===== config.mk =====
export PLATFORM = sky130hd
export DESIGN_NAME = sram_phy_sequencer
export DESIGN_NICKNAME = d
export VERILOG_FILES = /design/src/rtl/sram_phy_sequencer.sv
export SDC_FILE = /design/constraint.sdc
export NUM_CORES = 1
export LEC_CHECK = 0
export BUFFER_PORTS_ARGS = -buffer_cell sky130_fd_sc_hd__buf_2
export CORE_MARGIN = 2
export CORE_UTILIZATION = 45
export CTS_CLUSTER_DIAMETER = 100
export DETAILED_ROUTE_END_ITERATION = 16
export GPL_ROUTABILITY_DRIVEN = 0
export PLACE_DENSITY = 0.81
export SKIP_LAST_GASP = 1
export SYNTH_ARGS = -nofsm -noshare
export SYNTH_HDL_FRONTEND = slang
export SYNTH_SLANG_ARGS = --single-unit

===== constraint.sdc =====
create_clock -name clk -period 3.6 [get_ports clk]
set_input_delay 0.9 -clock clk [delete_from_list [all_inputs] [get_ports clk]]
set_output_delay 0.9 -clock clk [all_outputs]
set_load 0.01 [all_outputs]

===== src/rtl/sram_phy_sequencer.sv =====
// ---------------------------------------------------------------------------
// sram_phy_sequencer
//
// Responder for the memory controller's 32-bit SRAM command interface. Each
// accepted read or write command becomes two 16-bit asynchronous-SRAM bus
// cycles (low halfword first) on a 256Kx16 device. Every bus cycle runs
// ADDR -> ACTIVE (WAIT_CYCLES) -> HOLD, so WE_n/OE_n never move in the same
// cycle as the address, data or byte lanes.
//
// Optional build macro:
//   SRAM_SKIP_EMPTY_HALF_EN - write halfwords whose two byte strobes are
//                             both 0 get no bus cycle; a write with wstrb=0
//                             completes with no bus activity at all.
//
// Parameters:
//   WAIT_CYCLES  cycles OE_n/WE_n is held low per halfword (legal 1..15)
//
// Ports:
//   clk, resetn          clock, synchronous active-low reset
//   start, cmd           one-cycle request; cmd 0x01 read, 0x02 write,
//                        anything else completes as a no-op
//   addr, wdata, wstrb   byte address (bits [18:2] used), write data, byte
//                        enables
//   busy, done, rdata    transaction in progress, completion pulse, read
//                        result (held until the next read completes)
//   sram_a               SRAM halfword address
//   sram_dq_out/_oe/_in  data pad out, pad output enable, data pad in
//   sram_cs_n, sram_oe_n, sram_we_n, sram_ub_n, sram_lb_n
//                        active-low SRAM controls
// ---------------------------------------------------------------------------
module sram_phy_sequencer #(
    parameter int WAIT_CYCLES = 2
) (
    input  logic        clk,
    input  logic        resetn,
    input  logic        start,
    input  logic [7:0]  cmd,
    input  logic [31:0] addr,
    input  logic [31:0] wdata,
    input  logic [3:0]  wstrb,
    output logic        busy,
    output logic        done,
    output logic [31:0] rdata,
    output logic [17:0] sram_a,
    output logic [15:0] sram_dq_out,
    output logic        sram_dq_oe,
    input  logic [15:0] sram_dq_in,
    output logic        sram_cs_n,
    output logic        sram_oe_n,
    output logic        sram_we_n,
    output logic        sram_ub_n,
    output logic        sram_lb_n
);

    localparam logic [7:0] CMD_READ  = 8'h01;
    localparam logic [7:0] CMD_WRITE = 8'h02;

    // The ACTIVE counter is loaded with WAIT_CYCLES-1 and ACTIVE ends when
    // it reaches zero.
    localparam logic [3:0] WAIT_LOAD = 4'(WAIT_CYCLES - 1);

    typedef enum logic [2:0] {
        S_IDLE,
        S_ADDR,
        S_ACTIVE,
        S_HOLD,
        S_DONE
    } state_t;

    state_t      state_q;
    state_t      state_d;
    logic        half_q;
    logic        half_d;
    logic [3:0]  wait_cnt_q;
    logic        is_read_q;
    logic        is_write_q;
    logic [16:0] word_addr_q;
    logic [31:0] wdata_q;
    logic [3:0]  wstrb_q;
    logic [15:0] rd_lo_q;
    logic [15:0] rd_hi_q;
    logic [31:0] rdata_q;

    // Address bits outside [18:2] do not reach the device.
    logic unused_addr_bits;
    assign unused_addr_bits = ^{addr[31:19], addr[1:0]};

    assign rdata = rdata_q;

    // State register: the current bus phase and which halfword it serves.
    always_ff @(posedge clk) begin
        if (!resetn) begin
            state_q <= S_IDLE;
            half_q  <= 1'b0;
        end else begin
            state_q <= state_d;
            half_q  <= half_d;
        end
    end

    // Command latch, ACTIVE-phase counter and read-data capture. Each read
    // halfword is sampled on the edge that ends its last ACTIVE cycle; the
    // assembled word is published to rdata while the high-half HOLD cycle
    // ends, so rdata only changes as the read's done pulse appears.
    always_ff @(posedge clk) begin
        if (!resetn) begin
            wait_cnt_q  <= 4'd0;
            is_read_q   <= 1'b0;
            is_write_q  <= 1'b0;
            word_addr_q <= '0;
            wdata_q     <= '0;
            wstrb_q     <= '0;
            rd_lo_q     <= '0;
            rd_hi_q     <= '0;
            rdata_q     <= '0;
        end else begin
            if (state_q == S_IDLE && start) begin
                is_read_q   <= (cmd == CMD_READ);
                is_write_q  <= (cmd == CMD_WRITE);
                word_addr_q <= addr[18:2];
                wdata_q     <= wdata;
                wstrb_q     <= wstrb;
            end

            if (state_q == S_ADDR) begin
                wait_cnt_q <= WAIT_LOAD;
            end else if (state_q == S_ACTIVE && wait_cnt_q != 4'd0) begin
                wait_cnt_q <= wait_cnt_q - 4'd1;
            end

            if (state_q == S_ACTIVE && wait_cnt_q == 4'd0 && is_read_q) begin
                if (half_q) begin
                    rd_hi_q <= sram_dq_in;
                end else begin
                    rd_lo_q <= sram_dq_in;
                end
            end

            if (state_q == S_HOLD && half_q && is_read_q) begin
                rdata_q <= {rd_hi_q, rd_lo_q};
            end
        end
    end

    // Next-state and output decode. Bus outputs are idle (reset values) in
    // IDLE and DONE; ADDR, ACTIVE and HOLD all drive the address, byte lanes
    // and write data so only OE_n/WE_n toggle between them. Reads enable
    // both byte lanes; writes map the strobe pair of the current halfword.
    always_comb begin
        state_d     = state_q;
        half_d      = half_q;
        busy        = (state_q != S_IDLE);
        done        = (state_q == S_DONE);
        sram_a      = '0;
        sram_dq_out = '0;
        sram_dq_oe  = 1'b0;
        sram_cs_n   = 1'b1;
        sram_oe_n   = 1'b1;
        sram_we_n   = 1'b1;
        sram_ub_n   = 1'b1;
        sram_lb_n   = 1'b1;

        case (state_q)
            S_IDLE: begin
                if (start) begin
                    if (cmd == CMD_READ) begin
                        state_d = S_ADDR;
                        half_d  = 1'b0;
                    end else if (cmd == CMD_WRITE) begin
`ifdef SRAM_SKIP_EMPTY_HALF_EN
                        if (wstrb == 4'b0000) begin
                            state_d = S_DONE;
                        end else begin
                            state_d = S_ADDR;
                            half_d  = (wstrb[1:0] == 2'b00);
                        end
`else
                        state_d = S_ADDR;
                        half_d  = 1'b0;
`endif
                    end else begin
                        state_d = S_DONE;
                    end
                end
            end
            S_ADDR: begin
                state_d = S_ACTIVE;
            end
            S_ACTIVE: begin
                if (wait_cnt_q == 4'd0) begin
                    state_d = S_HOLD;
                end
            end
            S_HOLD: begin
                if (half_q) begin
                    state_d = S_DONE;
                end else begin
`ifdef SRAM_SKIP_EMPTY_HALF_EN
                    if (is_write_q && wstrb_q[3:2] == 2'b00) begin
                        state_d = S_DONE;
                    end else begin
                        state_d = S_ADDR;
                        half_d  = 1'b1;
                    end
`else
                    state_d = S_ADDR;
                    half_d  = 1'b1;
`endif
                end
            end
            S_DONE: begin
                state_d = S_IDLE;
            end
            default: begin
                state_d = S_IDLE;
            end
        endcase

        if (state_q == S_ADDR || state_q == S_ACTIVE || state_q == S_HOLD) begin
            sram_cs_n = 1'b0;
            sram_a    = {word_addr_q, half_q};
            if (is_write_q) begin
                sram_dq_out = half_q ? wdata_q[31:16] : wdata_q[15:0];
                sram_dq_oe  = 1'b1;
                sram_ub_n   = ~(half_q ? wstrb_q[3] : wstrb_q[1]);
                sram_lb_n   = ~(half_q ? wstrb_q[2] : wstrb_q[0]);
            end else begin
                sram_ub_n = 1'b0;
                sram_lb_n = 1'b0;
            end
            if (state_q == S_ACTIVE) begin
                sram_oe_n = ~is_read_q;
                sram_we_n = ~is_write_q;
            end
        end
    end

endmodule

# Word-level counts from Yosys, hierarchy flattened
# Cells that the tools add are included.
[word_totals]
reg_bits = 127
latch_bits = 0
wordCells = 76
memories = 0
output_inout_bits = 74
inputBits = 95
rom_bits = 0
ramBits = 0
[op_classes]
shifts = 0
n_addsub = 1
n_bitwise = 6
n_lt_le_gt_ge = 0
div = 0
reduce_logical = 19
multipliers = 0
eq_ne = 9
muxes = 29
[op_table]
columns = ["cell", "count"]
rows = [
  ["16-bit two-way mux", 3],
  ["1-bit two-way mux", 18],
  ["18-bit two-way mux", 1],
  ["3-bit two-way mux", 5],
  ["3-bit case mux with 4 select lines", 1],
  ["8-bit by 1-bit equality test with 1-bit output (second input constant)", 1],
  ["8-bit by 2-bit equality test with 1-bit output (second input constant)", 1],
  ["3-bit by 2-bit equality test with 1-bit output (second input constant)", 2],
  ["1-bit logical AND", 6],
  ["1-bit inverter", 6],
  ["2-bit AND reduction", 3],
  ["4-bit zero test", 1],
  ["2-bit nonzero test", 2],
  ["4-bit nonzero test", 1],
  ["4-bit by 1-bit subtractor with 4-bit output (second input constant)", 1],
  ["3-bit by 1-bit equality test with 1-bit output (second input constant)", 1],
  ["3-bit equality test (second input constant)", 1],
  ["3-bit zero test", 1],
  ["3-bit by 1-bit inequality test with 1-bit output (second input constant)", 1],
  ["3-bit AND reduction", 1],
  ["3-bit nonzero test", 1],
  ["1-bit logical OR", 2],
  ["2-bit by 1-bit inequality test with 1-bit output (second input constant)", 1],
  ["2-bit inequality test (second input constant)", 1],
  ["2 further kinds", 2],
]

# Longest topological paths before layout
[logic_depth]
ltp_word = 5
ltp_mapped = 7

# Least setup slack after synthesis
# Ideal clock, no wire load.
[synth_timing]
path_type = "register to output"
start = "register state_q[2]"
end = "output sram_dq_out[10]"
slack_ps = 1457
path_stages_with_launch = 6
path_buffers = 2
t_arrival_ps = 1243
required_time_ps = 2700
cell_sequence = "dfxtp_1 -> buf_2 -> o21ba_2 -> nand2_1 -> clkbuf_1 -> nor2_1"
[synth_between]
elab_chain_cells = 4
word_cells_on_any_way = 6
classes_between = "eq/ne: 3; mux: 1; reduce/logical: 2"
[synth_lines]
columns = ["item", "line_no", "rtl"]
rows = [
  ["start, declared", "70", "state_t state_q;"],
  ["start signal, assigned", "96", "state_q <= state_d;"],
  ["3-bit by 1-bit equality test with 1-bit output or 3-bit by 2-bit equality test with 1-bit output (tied branches)", "219", "if (state_q == S_ADDR || state_q == S_ACTIVE || state_q == S_HOLD) begin"],
  ["1-bit logical OR", "219", ""],
  ["1-bit logical OR (*)", "219", ""],
  ["16-bit two-way mux (*)", "219", ""],
  ["end, declared", "45", "output logic [15:0] sram_dq_out,"],
]
# Mark *: on every way between the ends. The rest lies on a longest branch, timed or not.

# Worst setup path after layout
[layout_timing]
start = "register state_q[2]"
end = "output sram_dq_out[0]"
# The elaborated chain is that of the path after synthesis.

==> flow_summary.yaml <==
run_status:
  outcome: "completed"
sta:
  finalSetupTns_ns: 0
  tightest_slew_ns: 1.12
  layout_setup_ws_ns: 0.467
  rsz0062_at_grt: "no"
  post-route-period-util_pct: 87.0
  skew_ns: 0.00761
  fin_crit_ns: 3.13
  setup_viol: 0
  slew_headroom_pct: 25.1
  final-hold-violation-count: 0
  max_freq_ghz: 0.319
  slew_violations: 0
grt:
  grt_pass1_wl_um: 21000
  first_global_vias: 4518
  grt_use_met3_pct: 7.45
  busiest_layer: "met2"
  grt_overflow_total: 0
  grt_use_met2_pct: 33.3
  globalRouteTotalUtil_pct: 20.4
  grt_antenna_before_repair: 1
  met1_usage_pct: 25.0
  grt_max_degree: 56
setup_path:
  worst_path_max_delay_cell: "o21ba_2"
  path_delay_family: "simple AND/OR/NAND/NOR gates"
  crit_buf_inv: 1
  endpoint_kind: "output port"
  cp.required_ns: 2.70
  reg2reg_slack_ns: 1.52
  crit_chain: "o21ba_2 > nand2_1 > nor2_1 > buf_2"
  crit_type: "flip-flop to output port"
  cp_max_fo: 22
  start_kind: "flip-flop"
  slowest_delay_ns: 0.53
  crit_arrival_ns: 2.23
power:
  ir_drop_uv: 437
  power-per-cell-area_nw_per_um2: 492
  power.leakage_nw: 2.98
clocking:
  cts_buffers: 17
  clockBufferDepth: 2
  tritoncts: "done"
  worstSkewPairLatency_ns: 0.41
  cts_hold_buf: 0
  clk_pin_slew_ns: 0.06
  cts.sinks: 127
  postCtsSetupBuffers: 0
  cts_resized: 0
  htree_levels: 4
  root_buffer: "clkbuf_16"
die:
  ios: 169
  design.die.area_sq_um: 12600
  die_h_um: 112
  start_util_pct: 46.2
  core_area_sq_um: 11400
  die_x_um: 112
  num_rows: 39
placement:
  hpwlAfterDp_um: 8060
  dpl_worst_slack_ns: 0.885
  io_buffers: 153
final_layout:
  area_growth_pct: 25.4
  antennaDiodeCount: 0
  nNetsFinal: 862
  drive_gt1_share_pct: 26.5
route:
  vias_per_cell: 5.17
  dr.pass1.iters: 5
  initialDrtViolationCount: 303
  final_antenna_net_count: 0
  vias: 4766
  drc: 0
  drt-total-wl_um: 12500
  wire_per_inst_um: 13.6
logic_synthesis:
  synthFlopType: "dfxtp_1"
  synth_edf_count: 0
  synthTopCellsByCount: "167 x nand2_1, 127 x dfxtp_1, 89 x a21oi_1"
  synth-seq-cells: 127
  synth_largest_area_cell: "dfxtp_1"
  yosys_warnings: 0
  synth-seq-area-share_pct: 48.2
  synth.area.top_cells: "dfxtp_1 48%, nand2_1 12%, mux2i_1 9.7%, a21oi_1 8.5%, nand3_1 3.4%"
  syn_inst: 637
  async_flop_share_pct: 0
  synth_area_per_cell_sq_um: 8.28
  synth_fp_nets: 733
  syn_area_sq_um: 5270
  synth.top_cell.area_share_pct: 48.2
  synth_cell_types: 41
  synthMostInstantiatedCell: "nand2_1"
hold_path:
  hold_class: "flip-flop to flip-flop"
job:
  maxCapViolations: 0
-- logic make-up after synthesis --
kind of cell | Yosys count | synth area share [%]
xor+xnor | 2 | 0.332
mux | 51 | 9.68
simple gates | 267 | 23.1
compound gates | 129 | 12.8
fa+ha+maj | 1 | 0.237
flops | 127 | 48.2
buf+inv | 60 | 5.53
-- final cells by class --
cell class / count / area [sq um]
fillers: 1086 / 4810
flip-flops and latches: 127 / 2540
multi-input cells: 450 / 2440
repair buffers: 164 / 861
clock buffers: 19 / 453
well taps: 143 / 179
clock inverters: 12 / 111
inverters: 6 / 22.5
-- layer usage --
metal  wire length (um)  part of all wire, %  vias to the layer above
met5                 13                 0.10                        -
met4                140                  1.1                        2
met3                969                  7.7                       15
met2               5960                   48                      163
met1               5460                   44                     2188
li1                   -                    -                     2398
-- per-stage QoR --
stage	util, %	hold slack (ns)	power, mW	std cells	cell area, sq um
2_1_floorplan	-	0.432	1.60	637	5270
3_3_place_gp	53.0	0.438	1.66	890	6050
3_5_place_dp	53.0	0.442	1.67	890	6050
4_1_cts	57.9	0.450	3.29	921	6610
5_1_grt	57.9	0.469	3.38	921	6610
6_report	57.9	0.448	3.25	921	6610
-- where the power goes --
| part | switching (mW) | internal, mW |
|---|---|---|
| clock | 0.631 | 0.985 |
| sequential | 0.0181 | 1.44 |
| combinational | 0.102 | 0.0723 |
| total | 0.752 | 2.50 |
-- sequential cells by signal, indices dropped and copies added (netlist names), 3 cells and up --
register	flops
rdata	32
wdata_q	32
word_addr_q	17
rd_hi_q	16
rd_lo_q	16
wait_cnt_q	4
wstrb_q	4
state_q	3
-- worst register-to-register path, cell delays in order (launching register included) --
cell	delay [ns]
dfxtp_1	0.31
buf_4	0.18
or4b_2	1.13
nand2_1	0.25
a21oi_1	0.08
-- final timing paths --
check	depth (start not counted)	end	start
setup / recovery	4	sram_dq_out[0]	state_q[2]
hold / removal	2	word_addr_q[4]	word_addr_q[4]
setup reg to reg	4	wdata_q[3]	state_q[1]
hold reg to reg	2	word_addr_q[4]	word_addr_q[4]
-- cells in the final DEF (no fill, tap or decap), types with 2 or more instances in the layout --
cell type | Yosys | layout
clkinvlp_4 | 0 | 3
inv_6 | 0 | 3
and2_1 | 19 | 19
nand3_1 | 36 | 36
clkbuf_8 | 0 | 2
nor3_1 | 2 | 2
nor2_1 | 18 | 18
buf_2 | 14 | 153
and4b_1 | 2 | 2
mux2i_1 | 51 | 51
nand4_1 | 3 | 3
or3_1 | 2 | 2
o21ai_0 | 32 | 32
or3b_2 | 2 | 2
a21oi_1 | 89 | 89
nor2b_1 | 2 | 2
nand2_1 | 167 | 167
clkbuf_16 | 0 | 17
clkinv_2 | 0 | 3
a211oi_1 | 2 | 2
dfxtp_1 | 127 | 127
nor3b_1 | 2 | 2
clkinv_4 | 0 | 2
nand4b_1 | 4 | 4
buf_4 | 1 | 10
inv_1 | 5 | 5
Note: power is estimated with default switching activity, not from simulation.
